<file path="config.mk">
export PLATFORM = sky130hd
export DESIGN_NAME = wb_sram_ctrl
export DESIGN_NICKNAME = d
export VERILOG_FILES = /design/src/rtl/wb_sram_ctrl.sv
export SDC_FILE = /design/constraint.sdc
export NUM_CORES = 1
export LEC_CHECK = 0
export ABC_AREA = 0
export ABC_CLOCK_PERIOD_IN_PS = 7800
export CAP_MARGIN = 20
export CORE_MARGIN = 2
export CORE_UTILIZATION = 33
export DETAILED_ROUTE_END_ITERATION = 16
export PLACE_DENSITY_LB_ADDON = 0.2
export SETUP_SLACK_MARGIN = 0.1
export SYNTH_ARGS = -nofsm -noshare
export SYNTH_HDL_FRONTEND = slang
export SYNTH_SLANG_ARGS = --single-unit
export TNS_END_PERCENT = 10
</file>
<file path="constraint.sdc">
create_clock -name clk -period 7.8 [get_ports clk]
set_input_delay 1.95 -clock clk [delete_from_list [all_inputs] [get_ports clk]]
set_output_delay 1.95 -clock clk [all_outputs]
set_load 0.01 [all_outputs]
</file>
<file path="src/rtl/wb_sram_ctrl.sv">
// wb_sram_ctrl: Wishbone classic slave in front of one single-port SRAM macro.
// Provides configurable width/depth/read latency, out-of-range error response
// and byte-granular writes through read-modify-write (the macro has no mask).
// Optional feature: define WB_SRAM_PARITY_EN to store one even-parity bit per
// byte next to each word and report parity mismatches with s_err.
module wb_sram_ctrl #(
    parameter int DW       = 32,
    parameter int AW       = 8,
    parameter int DEPTH    = 256,
    parameter int ADDR_LSB = 2,
    parameter int RD_LAT   = 1
) (
    input  logic                clk,
    input  logic                rst_n,
    input  logic                s_cyc,
    input  logic                s_stb,
    input  logic                s_we,
    input  logic [DW/8-1:0]     s_sel,
    input  logic [31:0]         s_adr,
    input  logic [DW-1:0]       s_wdata,
    output logic [DW-1:0]       s_rdata,
    output logic                s_ack,
    output logic                s_err,
    output logic                mem_csb,
    output logic                mem_web,
    output logic [AW-1:0]       mem_addr,
`ifdef WB_SRAM_PARITY_EN
    output logic [DW+DW/8-1:0]  mem_din,
    input  logic [DW+DW/8-1:0]  mem_dout
`else
    output logic [DW-1:0]       mem_din,
    input  logic [DW-1:0]       mem_dout
`endif
);
    localparam int NB = DW / 8;
    localparam int CW = (RD_LAT > 1) ? $clog2(RD_LAT) : 1;
    localparam int HI = ADDR_LSB + AW;
    localparam logic [CW-1:0] CNT_LAST = CW'(RD_LAT - 1);
    localparam logic [31:0]   DEPTH_W  = 32'(DEPTH);

    typedef enum logic [2:0] {
        IDLE     = 3'd0,
        RD_WAIT  = 3'd1,
        RMW_WAIT = 3'd2,
        ACK      = 3'd3,
        ERR      = 3'd4
    } state_t;

    // Byte i of the result comes from new_d when sel[i] is set, else from old_d.
    function automatic logic [DW-1:0] merge_bytes(input logic [DW-1:0] old_d,
                                                  input logic [DW-1:0] new_d,
                                                  input logic [NB-1:0] sel);
        logic [DW-1:0] res;
        res = old_d;
        for (int i = 0; i < NB; i++) begin
            if (sel[i]) begin
                res[8*i +: 8] = new_d[8*i +: 8];
            end else begin
                res[8*i +: 8] = old_d[8*i +: 8];
            end
        end
        return res;
    endfunction

`ifdef WB_SRAM_PARITY_EN
    // Even parity per byte: bit i makes byte i plus its parity bit even.
    function automatic logic [NB-1:0] byte_parity(input logic [DW-1:0] d);
        logic [NB-1:0] p;
        for (int i = 0; i < NB; i++) begin
            p[i] = ^d[8*i +: 8];
        end
        return p;
    endfunction
`endif

    state_t          state_q, state_d;
    logic [CW-1:0]   cnt_q, cnt_d;
    logic [AW-1:0]   idx_q;
    logic [DW-1:0]   wdata_q;
    logic [NB-1:0]   sel_q;
    logic [DW-1:0]   rdata_q;
    logic            ack_q;
    logic            err_q;

    logic            req_s;
    logic [AW-1:0]   idx_s;
    logic [31:0]     adr_hi_s;
    logic            oor_s;
    logic            par_ok_s;
    logic            cap_s;
    logic [DW-1:0]   wr_data_s;

    // A request is only honoured outside reset so no command leaks while rst_n is low.
    assign req_s    = rst_n & s_cyc & s_stb;
    assign idx_s    = s_adr[HI-1:ADDR_LSB];
    assign adr_hi_s = s_adr >> HI;
    assign oor_s    = (adr_hi_s != 32'd0) || (32'(idx_s) >= DEPTH_W);

`ifdef WB_SRAM_PARITY_EN
    assign par_ok_s = (byte_parity(mem_dout[DW-1:0]) == mem_dout[DW +: NB]);
    assign mem_din  = {byte_parity(wr_data_s), wr_data_s};
`else
    assign par_ok_s = 1'b1;
    assign mem_din  = wr_data_s;
`endif

    assign s_rdata = rdata_q;
    assign s_ack   = ack_q;
    assign s_err   = err_q;

    // Next-state decode plus the macro command issued in the current cycle.
    always_comb begin
        state_d   = state_q;
        cnt_d     = cnt_q;
        cap_s     = 1'b0;
        mem_csb   = 1'b1;
        mem_web   = 1'b1;
        mem_addr  = {AW{1'b0}};
        wr_data_s = {DW{1'b0}};
        case (state_q)
            IDLE: begin
                if (req_s) begin
                    if (oor_s) begin
                        state_d = ERR;
                    end else if (s_we && (s_sel == {NB{1'b0}})) begin
                        state_d = ACK;
                    end else if (s_we && (&s_sel)) begin
                        mem_csb   = 1'b0;
                        mem_web   = 1'b0;
                        mem_addr  = idx_s;
                        wr_data_s = s_wdata;
                        state_d   = ACK;
                    end else begin
                        // Plain read, or the read half of a partial write.
                        mem_csb  = 1'b0;
                        mem_addr = idx_s;
                        cnt_d    = {CW{1'b0}};
                        state_d  = s_we ? RMW_WAIT : RD_WAIT;
                    end
                end else begin
                    state_d = IDLE;
                end
            end
            RD_WAIT: begin
                if (!s_cyc) begin
                    state_d = IDLE;
                end else if (cnt_q == CNT_LAST) begin
                    cap_s   = 1'b1;
                    state_d = par_ok_s ? ACK : ERR;
                end else begin
                    cnt_d = cnt_q + CW'(1);
                end
            end
            RMW_WAIT: begin
                if (!s_cyc) begin
                    state_d = IDLE;
                end else if (cnt_q == CNT_LAST) begin
                    if (par_ok_s) begin
                        mem_csb   = 1'b0;
                        mem_web   = 1'b0;
                        mem_addr  = idx_q;
                        wr_data_s = merge_bytes(mem_dout[DW-1:0], wdata_q, sel_q);
                        state_d   = ACK;
                    end else begin
                        state_d = ERR;
                    end
                end else begin
                    cnt_d = cnt_q + CW'(1);
                end
            end
            ACK:     state_d = IDLE;
            ERR:     state_d = IDLE;
            default: state_d = IDLE;
        endcase
    end

    // State, latched request fields and the registered bus response.
    always_ff @(posedge clk or negedge rst_n) begin
        if (!rst_n) begin
            state_q <= IDLE;
            cnt_q   <= {CW{1'b0}};
            idx_q   <= {AW{1'b0}};
            wdata_q <= {DW{1'b0}};
            sel_q   <= {NB{1'b0}};
            rdata_q <= {DW{1'b0}};
            ack_q   <= 1'b0;
            err_q   <= 1'b0;
        end else begin
            state_q <= state_d;
            cnt_q   <= cnt_d;
            ack_q   <= (state_d == ACK);
            err_q   <= (state_d == ERR);
            if (cap_s) begin
                rdata_q <= mem_dout[DW-1:0];
            end
            if ((state_q == IDLE) && req_s) begin
                idx_q   <= idx_s;
                wdata_q <= s_wdata;
                sel_q   <= s_sel;
            end
        end
    end

endmodule

</file>
## Yosys cells after proc, flatten, opt, wreduce, memory -nomap -nowiden

Index checks and enable logic that the tools add are counted.
W data, S select, Z words.

- $add $sub $neg: 1
- Eq/ne operators: 9
- Mux-type cells: 46
- Bitwise logic cells: 2
- Reduce and logical (&&, ||, !) cells: 10

Operators with widths:

| operator | count |
|---|---|
| $mux W32 | 6 |
| $mux W8 | 9 |
| $pmux W32 S2 | 1 |
| $reduce_bool A32 Y1 | 1 |
| $mux W1 | 18 |
| $pmux W8 S2 | 1 |
| $mux W3 | 4 |
| $ne A2 B2 Y1 const B | 4 |
| $eq A3 B2 Y1 const B | 2 |
| $mux W2 | 3 |
| $pmux W1 S2 | 3 |
| $pmux W3 S2 | 1 |
| $reduce_and A6 Y1 | 1 |
| $logic_not A4 Y1 | 1 |
| $reduce_and A4 Y1 | 1 |
| $eq A3 B1 Y1 const B | 1 |
| $eq A3 B3 Y1 const B | 1 |
| $logic_and A1 B1 Y1 | 3 |
| $logic_not A3 Y1 | 1 |
| $and A1 B1 Y1 | 2 |
| $ne A2 B1 Y1 const B | 1 |
| $reduce_bool A2 Y1 | 1 |
| $reduce_or A2 Y1 | 1 |
| $add A1 B1 Y1 const B | 1 |

- Register bits: 82
- Input port bits: 105
- Output and inout bits: 76

## Depth between registers and ports, before layout

Gate-level depths: netlist of run 1.

- Depth in word-level cells: 8
- Mapped depth: 6

## Worst setup path after synthesis of run 1

Ideal clock, no wire load.

- Path type: input -> output
- From: input s_adr[12]
- To: output mem_din[0]
- Arrival time: 3.243 ns
- Required time: 5.850 ns
- Slack: 2.607 ns
- Stages: 5
- Buffers on the path: 1
- Path through: nor4_2 > nand4_2 > nor4_4 > buf_6 > o2bb2ai_2

- Cells in the longest elaborated chain, start to end: 4

Ends and longest elaborated chain:

| what | line | RTL |
|---|---|---|
| start, declared | 19 | `input logic [31:0] s_adr,` |
| $reduce_bool A32 Y1 | 97 | `assign oor_s = (adr_hi_s != 32'd0) \|\| (32'(idx_s) >= DEPTH_W);` |
| $mux W32 | 123 | `if (oor_s) begin` |
| $mux W32 | 122 | `if (req_s) begin` |
| $pmux W32 S2 | 120 | `case (state_q)` |
| end, declared | 31 | `output logic [DW-1:0] mem_din,` |

No other way between the ends.

## Worst setup path after layout of run 1

- From: input s_cyc
- To: output mem_din[24]

- Cells in the longest elaborated chain, start to end: 4

Ends and longest elaborated chain:

| what | line | RTL |
|---|---|---|
| start, declared | 15 | `input logic s_cyc,` |
| $and A1 B1 Y1 (2 in a row) | 94 | `assign req_s = rst_n & s_cyc & s_stb;` |
| $mux W32 | 122 |  |
| $pmux W32 S2 (*) | 120 |  |

Mark *: on every way between the ends. The rest lies on a longest branch, timed or not.

==> results of run 1 <==
-- path summary, 6_finish.rpt --
kind	start	end	slack [ps]
worst max-delay path	s_cyc	mem_din[24]	1330
worst min-delay path	wdata_q[1]	wdata_q[1]	480
worst max register to register	state_q[2]	s_ack	5320
worst min register to register	wdata_q[1]	wdata_q[1]	480
max in group asynchronous	rst_n	wdata_q[29]	5220
min in group asynchronous	rst_n	s_rdata[14]	1570
-- registers in the layout, summed over array words and instances (netlist names) --
register	count
s_rdata	32
wdata_q	32
s_err	1
state_q	3
sel_q	4
s_ack	1
idx_q	8
-- cells by family after synthesis --
family	after synthesis	synth area share, %
DFF	81	50.7
AOI/OAI and AO/OA	44	11.5
muxes	64	17.0
buffers and inverters	26	3.13
and+or+nand+nor	159	17.7
-- report_power, final --
| part | switching [mW] | internal (mW) | leakage (nW) |
|---|---|---|---|
| clock network | 0.164 | 0.287 | 0.153 |
| logic | 0.0605 | 0.0856 | 1.54 |
| registers | 0.0372 | 0.461 | 1.07 |
| total | 0.261 | 0.833 | 2.76 |
-- layout by cell type, fill, tap and decap left out --
cell	instances
clkdlybuf4s50_1	177
nand2_1	134
dfrtp_1	81
mux2i_1	32
mux2_2	32
o2bb2ai_1	22
o2bb2ai_2	10
clkbuf_16	9
a32o_1	8
buf_4	7
nor2_1	5
nor4_2	3
nor4_1	2
nor4_4	2
or3_1	2
clkbuf_1	2
bufinv_16	2
nand4_2	1
a211oi_2	1
nor3b_1	1
and3b_1	1
and2_2	1
and2_1	1
nor4bb_4	1
nand4_1	1
and2b_1	1
nand2_2	1
a2111oi_0	1
nand3_1	1
nor3_1	1
a21oi_1	1
a211o_1	1
clkbuf_8	1
clkinv_2	1
-- layout make-up --
cell class	instances	share of cell area, %
clock inverter	3	1.05
timing repair buffer	184	29.4
tap	147	2.96
multi-input combinational	267	30.0
clock buffer	12	3.97
sequential	81	32.6
-- layer usage --
metal | share of wire (%) | track usage [%] | wire length [um]
met5 | 0 | 0 | 0
met4 | 1.8 | 6.83 | 211
met3 | 4.7 | 4.36 | 546
met2 | 52 | 31.3 | 5940
met1 | 42 | 22.7 | 4830
-- worst reg2reg max path, stage by stage (launching register included) --
cell and delay, ps:
dfrtp_1 410, nor3b_1 470, nand2_2 700, a2111oi_0 640, a211o_1 200
==> flow_metrics.py, run 1 <==
metrics = {
    "run_status": {
        "run_status": "complete, no violations",
    },
    "synthesis": {
        "synth.most_common_cell": "nand2_1",
        "ys_ff_latch": 81,
        "synth_area_per_cell_sq_um": 10.7,
        "synth_area_leader_cell": "dfrtp_1",
        "synth_area_sq_um": 4000,
        "synthCells": 374,
        "yosysWarnings": 0,
        "ys_seq_area_share_pct": 50.7,
        "yosysTopAreaCellShare_pct": 50.7,
        "netlist_top_cells_count": "135 x nand2_1, 81 x dfrtp_1, 32 x mux2_2, 32 x mux2i_1, 22 x o2bb2ai_1",
        "synth_top_cells_by_area": "dfrtp_1 51%, nand2_1 13%, mux2_2 9.0%",
        "ys.flop_type": "dfrtp_1",
        "async_flop_share_pct": 100,
        "ys_types": 29,
        "syn-num-nets": 479,
        "synth_edf_count": 0,
    },
    "clock_network": {
        "cts-root-buf": "clkbuf_16",
        "cts_sinks": 81,
        "h-tree-depth": 3,
        "post_cts_buffers": 0,
        "cts_tree": "yes",
        "path_clk_slew_ps": 60,
        "cts-resized-gates": 0,
        "clk_path_buf_depth": 2,
        "clock_latency_ps": 330,
        "cts_hold_buffers": 0,
        "numCtsBuffers": 9,
    },
    "global_route": {
        "globalRouteOverflowTotal": 0,
        "antenna_found_initial": 0,
        "grt.total_usage_pct": 18.4,
        "grt_pass1_wl_mm": 18.7,
        "grt_start_max_net_pins": 48,
        "grt_pass1_vias": 3665,
    },
    "timing": {
        "rsz0062_at_grt": "no",
        "hold_slack_ps": 476,
        "tns_ps": 0,
        "hold_viol_final": 0,
        "layout_setup_ws_ps": 1330,
        "min_period_over_period_pct": 82.9,
        "slew_headroom_pct": 34.4,
        "final-setup-viol-count": 0,
        "worstMarginPinSlew_ps": 980,
        "fmax_ghz": 0.155,
        "min_period_ps": 6470,
        "slew_violations": 0,
        "fin_skew_ps": 6.98,
    },
    "placed_design": {
        "dpl_cell_area_sq_um": 5900,
        "dp_hpwl_mm": 8.05,
        "numPortBuffers": 178,
        "dp_cells": 679,
        "place.gp.congestion": 0.710,
        "post-place-ws_ps": 1270,
    },
    "floorplanning": {
        "coreArea_sq_um": 11900,
        "num_rows": 40,
        "ioPinCount": 181,
        "die-area_sq_um": 13000,
        "fp.dieH_um": 114,
        "start_util_pct": 33.6,
        "die_w_um": 114,
    },
    "power": {
        "vdd_drop_max_uv": 108,
        "power.leakage_nw": 2.76,
        "totalPowerFinal_mw": 1.09,
        "p_per_area_nw_per_um2": 176,
    },
    "routing": {
        "drcViolationCount": 0,
        "via_count": 3408,
        "wl_per_cell_um": 16.6,
        "first_pass_iters": 4,
        "drt-total-wl_mm": 11.5,
        "via_per_inst": 4.91,
        "ant_nets": 0,
        "drtIter0Drc": 131,
    },
    "worst_setup_path": {
        "cp_top_family": "buffers and inverters",
        "r2r_cells": 4,
        "cp.required_ps": 5850,
        "crit_path_start_kind": "input pin",
        "setup.worst_path.class": "in -> out",
        "crit_chain": "clkdlybuf4s50_1 > nor3b_1 > nand2_1 > buf_4 > o2bb2ai_1 > clkdlybuf4s50_1",
        "cp.depth": 6,
        "crit_fanout": 21,
        "setup.worst_path.end_class": "primary output",
        "cp.arrival_ps": 4520,
        "path_buf_inv": 3,
        "cpMostUsedCell": "clkdlybuf4s50_1",
        "slowest_delay_ps": 560,
        "critPathSlowestCell": "clkdlybuf4s50_1",
    },
    "finish": {
        "drive_gt1_share_pct": 13.2,
        "n_antenna_cell": 0,
        "fin_util_pct": 52.1,
        "ff_latch_area_sq_um": 2030,
        "num-fill-cells": 1105,
        "multi_input_area_sq_um": 1860,
        "final_cell_count_no_fill": 694,
        "final_nets": 648,
        "final_area_sq_um": 6210,
        "areaGrowthSynthToFinish_pct": 55.4,
    },
    "worst_hold_path": {
        "hold_path_class": "reg -> reg",
        "holdPathStages": 2,
    },
    "job": {
        "maxCapViolCount": 0,
    },
}
(Power assumes the default switching activity.)
==> run 2: changes to the inputs <==
--- a/config.mk
+++ b/config.mk
@@ -6,7 +6,7 @@
 export NUM_CORES = 1
 export LEC_CHECK = 0
 export ABC_AREA = 0
-export ABC_CLOCK_PERIOD_IN_PS = 7800
+export ABC_CLOCK_PERIOD_IN_PS = 6130
 export CAP_MARGIN = 20
 export CORE_MARGIN = 2
 export CORE_UTILIZATION = 33
==> constraint.sdc (replaced) <==
create_clock -name clk -period 6.13 [get_ports clk]
set_input_delay 1.5325 -clock clk [delete_from_list [all_inputs] [get_ports clk]]
set_output_delay 1.5325 -clock clk [all_outputs]
set_load 0.01 [all_outputs]
==> flow_metrics.py, run 2 (synthesis gave the netlist of run 1 again) <==
metrics = {
    "run_status": {
        "run_status": "complete, no violations",
    },
    "worst_setup_path": {
        "crit_chain": "clkdlybuf4s50_1 > nor3b_1 > nand3_1 > nor4_4 > buf_4 > o2bb2ai_1 > clkdlybuf4s50_1",
        "cp.arrival_ps": 4010,
        "r2r_cells": 4,
        "crit_fanout": 21,
        "path_buf_inv": 3,
        "cp.required_ps": 4600,
        "cp.depth": 7,
        "cpMostUsedCell": "clkdlybuf4s50_1",
        "cp_top_family": "buffers and inverters",
        "critPathSlowestCell": "clkdlybuf4s50_1",
        "crit_path_start_kind": "input pin",
        "setup.worst_path.class": "in -> out",
        "setup.worst_path.end_class": "primary output",
        "slowest_delay_ps": 570,
    },
    "routing": {
        "wl_met2_mm": 5.94,
        "wl_per_cell_um": 16.6,
        "drcViolationCount": 0,
        "top_layer": "met4",
        "drtIter0Drc": 147,
        "wl_met1_mm": 4.84,
        "first_pass_iters": 4,
        "route.met3.wl_um": 558,
        "drt-total-wl_mm": 11.5,
        "via_count": 3436,
        "ant_nets": 0,
        "via_per_inst": 4.95,
    },
    "timing": {
        "slew_headroom_pct": 32.6,
        "tns_ps": 0,
        "fmax_ghz": 0.180,
        "min_period_ps": 5540,
        "fin_skew_ps": 7.06,
        "rsz0062_at_grt": "no",
        "worstMarginPinSlew_ps": 1010,
        "min_period_over_period_pct": 90.4,
        "slew_violations": 0,
        "hold_viol_final": 0,
        "final-setup-viol-count": 0,
    },
    "finish": {
        "num-fill-cells": 1088,
        "drive_gt1_share_pct": 13.5,
        "ff_latch_area_sq_um": 2030,
        "areaGrowthSynthToFinish_pct": 54.5,
        "multi_input_area_sq_um": 1860,
        "final_area_sq_um": 6180,
        "final_common_cell": "clkdlybuf4s50_1",
        "final_cell_count_no_fill": 694,
        "fin_util_pct": 51.8,
        "n_antenna_cell": 0,
        "final_cell_mix": "177 x clkdlybuf4s50_1, 134 x nand2_1, 81 x dfrtp_1",
        "final_nets": 649,
    },
    "clock_network": {
        "path_clk_slew_ps": 60,
        "post_cts_buffers": 0,
        "cts_hold_buffers": 0,
        "cts-root-buf": "clkbuf_16",
        "h-tree-depth": 3,
        "cts_sinks": 81,
        "clock_latency_ps": 330,
        "cts-resized-gates": 0,
        "numCtsBuffers": 9,
        "clk_path_buf_depth": 2,
        "cts_tree": "yes",
    },
    "floorplanning": {
        "ioPinCount": 181,
        "coreArea_sq_um": 11900,
        "fp.dieH_um": 114,
        "start_util_pct": 33.6,
        "die_w_um": 114,
        "num_rows": 40,
        "die-area_sq_um": 13000,
    },
    "placed_design": {
        "dpl_cell_area_sq_um": 5910,
        "dp_cells": 680,
        "place.gp.congestion": 0.691,
        "numPortBuffers": 178,
        "dp_hpwl_mm": 8.03,
    },
    "power": {
        "vdd_drop_max_uv": 106,
        "power.leakage_nw": 2.75,
        "totalPowerFinal_mw": 1.32,
        "p_per_area_nw_per_um2": 213,
    },
    "global_route": {
        "antenna_found_initial": 0,
        "grt.total_usage_pct": 18.5,
        "globalRouteOverflowTotal": 0,
        "grt_pass1_wl_mm": 18.8,
        "grt_pass1_vias": 3688,
        "grt_start_max_net_pins": 55,
    },
    "worst_hold_path": {
        "hold_path_class": "reg -> reg",
        "holdPathStages": 2,
    },
    "job": {
        "maxCapViolCount": 0,
    },
}
[run 2: metrics by stage]
step / worst slack (ps) / hold WS, ps
after floorplan: 1770 / 445
after global placement: 618 / 458
after detailed placement: 589 / 462
after CTS: 573 / 476
after global routing: 478 / 498
final: 586 / 471
[run 2: final cells by class]
| class | instances | area share (%) |
|---|---|---|
| flip-flops and latches | 81 | 32.8 |
| multi-input cells | 267 | 30.2 |
| repair buffers | 185 | 29.7 |
| clock buffers | 11 | 4.09 |
| well taps | 147 | 2.98 |
| clock inverters | 3 | 0.284 |
[run 2: worst paths after layout]
check / start / end / slack (ps)
max in group asynchronous: rst_n / wdata_q[14] / 3970
setup reg to reg: state_q[2] / s_ack / 3640
hold reg to reg: wdata_q[26] / wdata_q[26] / 470
min in group asynchronous: rst_n / s_rdata[18] / 1110
setup / recovery: s_cyc / mem_din[12] / 590
hold / removal: wdata_q[26] / wdata_q[26] / 470
[run 2: power breakdown]
group          leakage [nW]  switching (mW)  internal [mW]  total [mW]
Combinational          1.55          0.0771          0.109       0.186
Sequential             1.07          0.0466          0.586       0.633
Clock                 0.133           0.207          0.290       0.497
[run 2: per-layer routing]
layer,vias up,GRT usage (%)
li1,1649,-
met1,1691,22.8
met2,83,32.0
met3,13,4.09
met4,0,6.18
met5,-,0
[run 2: tightest hold or removal path: stages (launching register included)]
cell and delay, ps:
dfrtp_1 340, nand2_1 50, nand2_1 50
